--- src/rtl/hazard_pkg.sv ---
// rtl/hazard_pkg.sv - shared types for the hazard/forwarding unit
package hazard_pkg;

  localparam int SHADOW_DEPTH = 3;
  localparam int RD_W         = 4;

  typedef enum logic [1:0] {
    FWD_NONE = 2'b00,
    FWD_WB   = 2'b01,
    FWD_MEM  = 2'b10
  } fwd_sel_t;

  typedef struct packed {
    logic            valid;
    logic [RD_W-1:0] rd;
    logic            regWrite;
    logic            isLoad;
  } shadow_entry_t;

endpackage

--- src/rtl/forward_compare.sv ---
// rtl/forward_compare.sv - per-operand source match against E/M (HAZARD_FORWARD_EN selects forwarding)
module forward_compare
  import hazard_pkg::*;
(
  input  logic [RD_W-1:0] rs,
  input  logic            use_rs,
  input  logic            validd,
  input  shadow_entry_t   e_ent,
  input  shadow_entry_t   m_ent,
  output fwd_sel_t        sel,
  output logic            hit
);

  logic e_match;
  logic m_match;
  logic unused_load;

  assign e_match = use_rs & validd & e_ent.valid & e_ent.regWrite & (rs == e_ent.rd);
  assign m_match = use_rs & validd & m_ent.valid & m_ent.regWrite & (rs == m_ent.rd);

  // A load in M already has its data at the WB mux, so only the E-stage load flag matters.
  assign unused_load = e_ent.isLoad ^ m_ent.isLoad;

`ifdef HAZARD_FORWARD_EN
  always_comb begin
    sel = FWD_NONE;
    if (e_match && !e_ent.isLoad)
      sel = FWD_MEM;
    else if (m_match)
      sel = FWD_WB;
  end

  assign hit = e_match & e_ent.isLoad;
`else
  assign sel = FWD_NONE;
  assign hit = e_match | m_match;
`endif

endmodule

--- src/rtl/hazard_forward_unit.sv ---
// rtl/hazard_forward_unit.sv - stall/flush/forward control for D/E/M/W (HAZARD_FORWARD_EN enables forwarding)
module hazard_forward_unit
  import hazard_pkg::*;
#(
  parameter int REG_ADDR_W = RD_W
) (
  input  logic                  clk,
  input  logic                  reset,
  input  logic                  validD,
  input  logic [REG_ADDR_W-1:0] rs1D,
  input  logic [REG_ADDR_W-1:0] rs2D,
  input  logic                  use1D,
  input  logic                  use2D,
  input  logic [REG_ADDR_W-1:0] rdD,
  input  logic                  regWriteD,
  input  logic                  memToRegD,
  input  logic                  branchTakenE,
  output logic                  stallF,
  output logic                  stallD,
  output logic                  flushD,
  output logic                  flushE,
  output logic [1:0]            data1ForwardSelector,
  output logic [1:0]            data2ForwardSelector
);

  // Index 0 = E, 1 = M, 2 = W.
  shadow_entry_t shadow [SHADOW_DEPTH];
  shadow_entry_t d_entry;
  fwd_sel_t      sel1, sel2;
  fwd_sel_t      sel1_q, sel2_q;
  logic          hit1, hit2;
  logic          hazard;
  logic          flush_e_int;
  logic          unused_w;

  assign d_entry.valid    = validD;
  assign d_entry.rd       = rdD;
  assign d_entry.regWrite = regWriteD;
  assign d_entry.isLoad   = memToRegD;

  forward_compare u_cmp1 (
    .rs     (rs1D),
    .use_rs (use1D),
    .validd (validD),
    .e_ent  (shadow[0]),
    .m_ent  (shadow[1]),
    .sel    (sel1),
    .hit    (hit1)
  );

  forward_compare u_cmp2 (
    .rs     (rs2D),
    .use_rs (use2D),
    .validd (validD),
    .e_ent  (shadow[0]),
    .m_ent  (shadow[1]),
    .sel    (sel2),
    .hit    (hit2)
  );

  assign hazard      = hit1 | hit2;
  assign flush_e_int = hazard | branchTakenE;

  // A taken branch discards the stalled decode instruction, so it wins over the stall.
  assign stallF = hazard & ~branchTakenE & ~reset;
  assign stallD = hazard & ~branchTakenE & ~reset;
  assign flushD = branchTakenE & ~reset;
  assign flushE = flush_e_int & ~reset;

  always_ff @(posedge clk or posedge reset) begin
    if (reset) begin
      for (int i = 0; i < SHADOW_DEPTH; i++)
        shadow[i] <= '0;
      sel1_q <= FWD_NONE;
      sel2_q <= FWD_NONE;
    end else begin
      shadow[2] <= shadow[1];
      shadow[1] <= shadow[0];
      shadow[0] <= flush_e_int ? '0 : d_entry;
      sel1_q    <= flush_e_int ? FWD_NONE : sel1;
      sel2_q    <= flush_e_int ? FWD_NONE : sel2;
    end
  end

  // The register file writes before it reads, so W is tracked but never compared.
  assign unused_w = ^shadow[2];

  assign data1ForwardSelector = sel1_q;
  assign data2ForwardSelector = sel2_q;

endmodule
--- config.mk ---
export PLATFORM = sky130hd
export DESIGN_NAME = hazard_forward_unit
export DESIGN_NICKNAME = d
export VERILOG_FILES = /design/src/rtl/hazard_pkg.sv /design/src/rtl/forward_compare.sv /design/src/rtl/hazard_forward_unit.sv
export SDC_FILE = /design/constraint.sdc
export NUM_CORES = 1
export LEC_CHECK = 0
export ABC_AREA = 1
export BUFFER_PORTS_ARGS = -buffer_cell sky130_fd_sc_hd__buf_4
export CAP_MARGIN = 10
export CORE_UTILIZATION = 45
export CTS_CLUSTER_DIAMETER = 100
export CTS_CLUSTER_SIZE = 14
export DETAILED_ROUTE_END_ITERATION = 6
export PLACE_DENSITY = 0.74
export SETUP_SLACK_MARGIN = 0.15
export SLEW_MARGIN = 20
export SYNTH_ARGS = -nofsm -noshare
export SYNTH_HDL_FRONTEND = slang
export SYNTH_SLANG_ARGS = --single-unit
--- constraint.sdc ---
create_clock -name clk -period 1.3 [get_ports clk]
set_clock_uncertainty 0.05 [all_clocks]
set_input_delay 0 -clock clk [delete_from_list [all_inputs] [get_ports clk]]
set_output_delay 0 -clock clk [all_outputs]
set_load 0.05 [all_outputs]
Word level (Yosys, flattened, before mapping):

Cells that the tools add are included.
Widths: inputs -> output; s select.

* add/sub/neg operators: 0
* multipliers: 0
* divide/modulo/power cells: 0
* magnitude comparators: 0
* eq/ne operators: 4
* shift-type cells: 0
* mux-type cells: 1
* bitwise logic cells: 24
* reduce and logical (&&, ||, !) cells: 0

Operator list (number)
* $and 1x1->1: 18
* $eq 4x4->1: 4
* $mux 7: 1
* $or 1x1->1: 4
* $not 1->1: 2

* flip-flop bits (word level): 12
* bits in latches: 0
* memory bits (writable): 0
* bits in read-only memories: 0
* input bits: 20
* output and inout bits: 8
* word-level logic and storage cells: 35
* memories kept: 0

Longest topological paths before layout:

* word-level depth: 8
* mapped depth: 10
* gate-level depth less buffers: 10

By module:

From an unflattened synthesis, not the netlist that was laid out.

* cell total of the unflattened synthesis: 152
* area, all modules: 1026.0 um^2

By module, submodules not included
* hazard_forward_unit: times used 1, cells each 50, area an instance 618.1 um^2, seq. area each 450.4 um^2
* forward_compare: times used 2, cells each 51, area an instance 203.9 um^2, seq. area each 0.0 um^2

Least setup slack after synthesis:

No wires, ideal clock.

* path kind: register -> output
* from: reg shadow[19] (netlist name)
* to: out stallF
* data arrival time: 1.935 ns
* required time: 1.250 ns
* path slack: -0.685 ns
* stages on the path, launching flop included: 9
* buffers on the path: 1
* path through: dfrtp_1 inv_1 nand2_1 nand2_1 nand3_1 nor2_1 nor2_2 a21oi_1 buf_4

* longest elaborated chain between the ends: 6
* elaborated cells on any way between the ends: 9
* those cells by class: 2 x eq/ne; 7 x bitwise

Ends and longest elaborated chain
* from (decl): RTL line hazard_forward_unit.sv:27 `shadow_entry_t shadow [SHADOW_DEPTH];`
* $eq 4x4->1: RTL line forward_compare.sv:18 `assign e_match = use_rs & validd & e_ent.valid & e_ent.regWrite & (rs == e_ent.rd);`
* $and 1x1->1: RTL line forward_compare.sv:18
* $or 1x1->1: RTL line forward_compare.sv:36 `assign hit = e_match | m_match;`
* $or 1x1->1 *: RTL line hazard_forward_unit.sv:61 `assign hazard = hit1 | hit2;`
* $and 1x1->1 * (2 in series)
* to (decl): RTL line hazard_forward_unit.sv:18 `output logic stallF,`

Mark *: on every way between the ends. The rest lies on a longest branch, timed or not.

Worst setup path in the final report:

* from: reg shadow[9] (netlist name)
* to: out stallD

* longest elaborated chain between the ends: 6
* elaborated cells on any way between the ends: 9
* those cells by class: 2 x eq/ne; 7 x bitwise

Ends and longest elaborated chain
* $eq 4x4->1: RTL line forward_compare.sv:19 `assign m_match = use_rs & validd & m_ent.valid & m_ent.regWrite & (rs == m_ent.rd);`
* $and 1x1->1: RTL line forward_compare.sv:19
* $or 1x1->1: RTL line forward_compare.sv:36
* $or 1x1->1 *: RTL line hazard_forward_unit.sv:61
* $and 1x1->1 * (2 in series): RTL line hazard_forward_unit.sv:66 `assign stallD = hazard & ~branchTakenE & ~reset;`
* to (decl): RTL line hazard_forward_unit.sv:19 `output logic stallD,`

Marks and branches as above.

==> flow_summary.ini <==
[detailed_routing]
drt_wl_total_mm = 1.645
via_per_inst = 4.659
ant_nets = 0
firstDrtPassIters = 4
drt-initial-drc-count = 23
vias = 764
wl_per_cell_um = 10.03
drcViolationCount = 0

[timing]
setup_ws_ns = -0.3019
fmaxAchievable_mhz = 624.3
rsz0062_at_grt = yes
drv_slew = 0
period_share = 1.232
setup_violations = 9
hold_violations = 0
finalCriticalPeriod_ns = 1.602

[setup_path]
r2r_start = shadow[11]
crit_arrival_ns = 1.55
worstPathRequired_ns = 1.25
path_class = flip-flop to output pin
start_kind = flip-flop
worstPathCellList = xnor2_1 -> nand3_1 -> nor2_1 -> nor2_4 -> a21oi_4 -> buf_6
startpoint = shadow[9]
crit_fanout = 3
max_stage_delay_ns = 0.41
endpoint_kind = output pin
crit_slowest_cell = dfrtp_1

[clock_network]
cts_tree = yes
cts_setup_buffers = 0
htree_levels = 1
path_clk_slew_ns = 0.07
numCtsBuffers = 3
insertion_delay_ns = 0.26
ctsRootBufferMaster = clkbuf_4
cts_buffer_depth = 2
clock_sinks = 12

[final_layout]
multiInputGateArea_um2 = 366.6
top_regs = shadow x12
ff_latch_area_um2 = 300.3
finalNetCount = 169
area_growth_pct = 46.63
final_area_um2 = 1090
n_antenna_cell = 0
largest_register_ff_count = 12
n_fill_cell = 115
drive_gt1_frac = 0.3243
regMostFlops = shadow

[global_route]
grt_pass1_vias = 669
grt_max_degree = 13
antenna_found_initial = 0
gr-total-overflow = 0
grtUsageTotal = 0.1713
grt_pass1_wl_mm = 2.408

[logic_synthesis]
avgSynthCellArea_um2 = 6.463
synth-seq-cells = 12
synthTopCellsByArea = dfrtp_1, nand2_1, inv_1, nor2_1, buf_4
synth_top_flop_cell = dfrtp_1
async_flop_share = 1.000
synth_top_area_frac = 0.4040
synth_cells = 115
syn_area_um2 = 743.2
synth_commonest_cells = nand2_1, inv_1, nor2_1
ys_types = 14
yosys.area.top_type = dfrtp_1
synth_edf_count = 0
yosysMostFrequentCell = nand2_1
yosysSeqAreaShare = 0.4040
yosys_warnings = 0

[status]
violations = negative setup slack
status = finished, violations left

[die]
start_util = 0.4877
die_y_um = 42.64
core.rowCount = 14
die_w_um = 42.64
core_um2 = 1524
io_pins = 28
die_area_um2 = 1818

[run]
max_cap_violations = 0

[power]
total_power_w = 0.0009035
p_per_area_nw_per_um2 = 829.0
power.leakage_nw = 0.6138
ir_drop_mv = 0.6858

[min_path]
hold_start = branchTakenE
hp-class = input pin to flip-flop

[placed_design]
place_congestion = 0.7922
numPortBuffers = 22
post_dp_cell_area_um2 = 928.4
hpwl_mm = 1.132
cell usage in the layout (no fill, tap or decap), drive strengths merged:
| cell | n |
|---|---|
| clkbuf | 4 |
| dlygate4sd3 | 7 |
| nand2 | 40 |
| nand4 | 3 |
| inv | 28 |
| a21oi | 3 |
| conb | 4 |
| dfrtp | 12 |
| xnor2 | 2 |
| buf | 24 |
| nand3 | 5 |
| nor2 | 16 |
power breakdown:
group / switching [W] / total (W) / internal, W / leakage, nW
combinational: 0.000125 / 0.000218 / 0.0000923 / 0.438
clock: 0.000107 / 0.000277 / 0.000169 / 0.0210
sequential: 0.0000164 / 0.000409 / 0.000392 / 0.155
through the flow:
| stage | setup slack, ns | hold slack, ns | std cells | TNS (ns) | utilization |
|---|---|---|---|---|---|
| after floorplan | -0.1081 | -0.1689 | 118 | -0.1365 | - |
| after global placement | -0.05840 | 0.008446 | 153 | -0.2765 | 0.6092 |
| after detailed placement | -0.08392 | 0.01202 | 153 | -0.5000 | 0.6092 |
| after CTS | -0.2728 | 0.1130 | 164 | -1.223 | 0.6864 |
| after global routing | -0.4317 | 0.1267 | 164 | -2.347 | 0.7151 |
| final | -0.3019 | 0.1110 | 164 | -1.272 | 0.7151 |
metal layers:
metal	vias to the layer above	wire, um	GRT usage
met5	-	0	0
met4	0	15	0.01875
met3	2	91	0.01293
met2	35	890	0.3515
met1	338	648	0.1901
li1	389	-	-
critical path: cells and delay by family, from the launching register on:
| kind | cells | cell delay (ns) |
|---|---|---|
| flops | 1 | 0.41 |
| simple gates | 3 | 0.38 |
| compound gates | 1 | 0.18 |
| buf+inv | 1 | 0.18 |
| xor+xnor | 1 | 0.15 |
path summary, 6_finish.rpt:
check / slack [ns] / cells after the start / to
setup reg to reg: -0.07 / 10 / shadow[19]
hold / removal: 0.11 / 5 / shadow[18]
max in group asynchronous: 0.75 / 4 / shadow[13]
min in group asynchronous: 0.30 / 4 / shadow[9]
setup / recovery: -0.30 / 6 / stallD
hold reg to reg: 0.33 / 0 / shadow[8]
final cells by class:
type,count,share of cell area
Multi-Input combinational cell,73,0.3364
Inverter,28,0.09644
Clock buffer,4,0.03329
Timing Repair Buffer,31,0.2400
Sequential cell,12,0.2755
Tap cell,16,0.01837
cell families (layout without fill, tap and decap cells):
logic type | count (synthesis) | count (layout) | synth area share
xor gates and xnor gates | 2 | 2 | 0.02357
DFF | 12 | 12 | 0.4040
and+or+nand+nor | 64 | 64 | 0.3552
buffers and inverters | 33 | 63 | 0.1919
AOI/OAI and AO/OA | 3 | 3 | 0.02020
other | 1 | 4 | 0.005046
repair_timing:
item,4_1_cts,5_1_grt
hold buffers,7,0
gates resized for setup,3,15
endpoints found under the hold margin,18,0
endpoints found under the setup margin,9,9
pin swaps,3,10
Note: power is estimated with default switching activity, not from simulation.
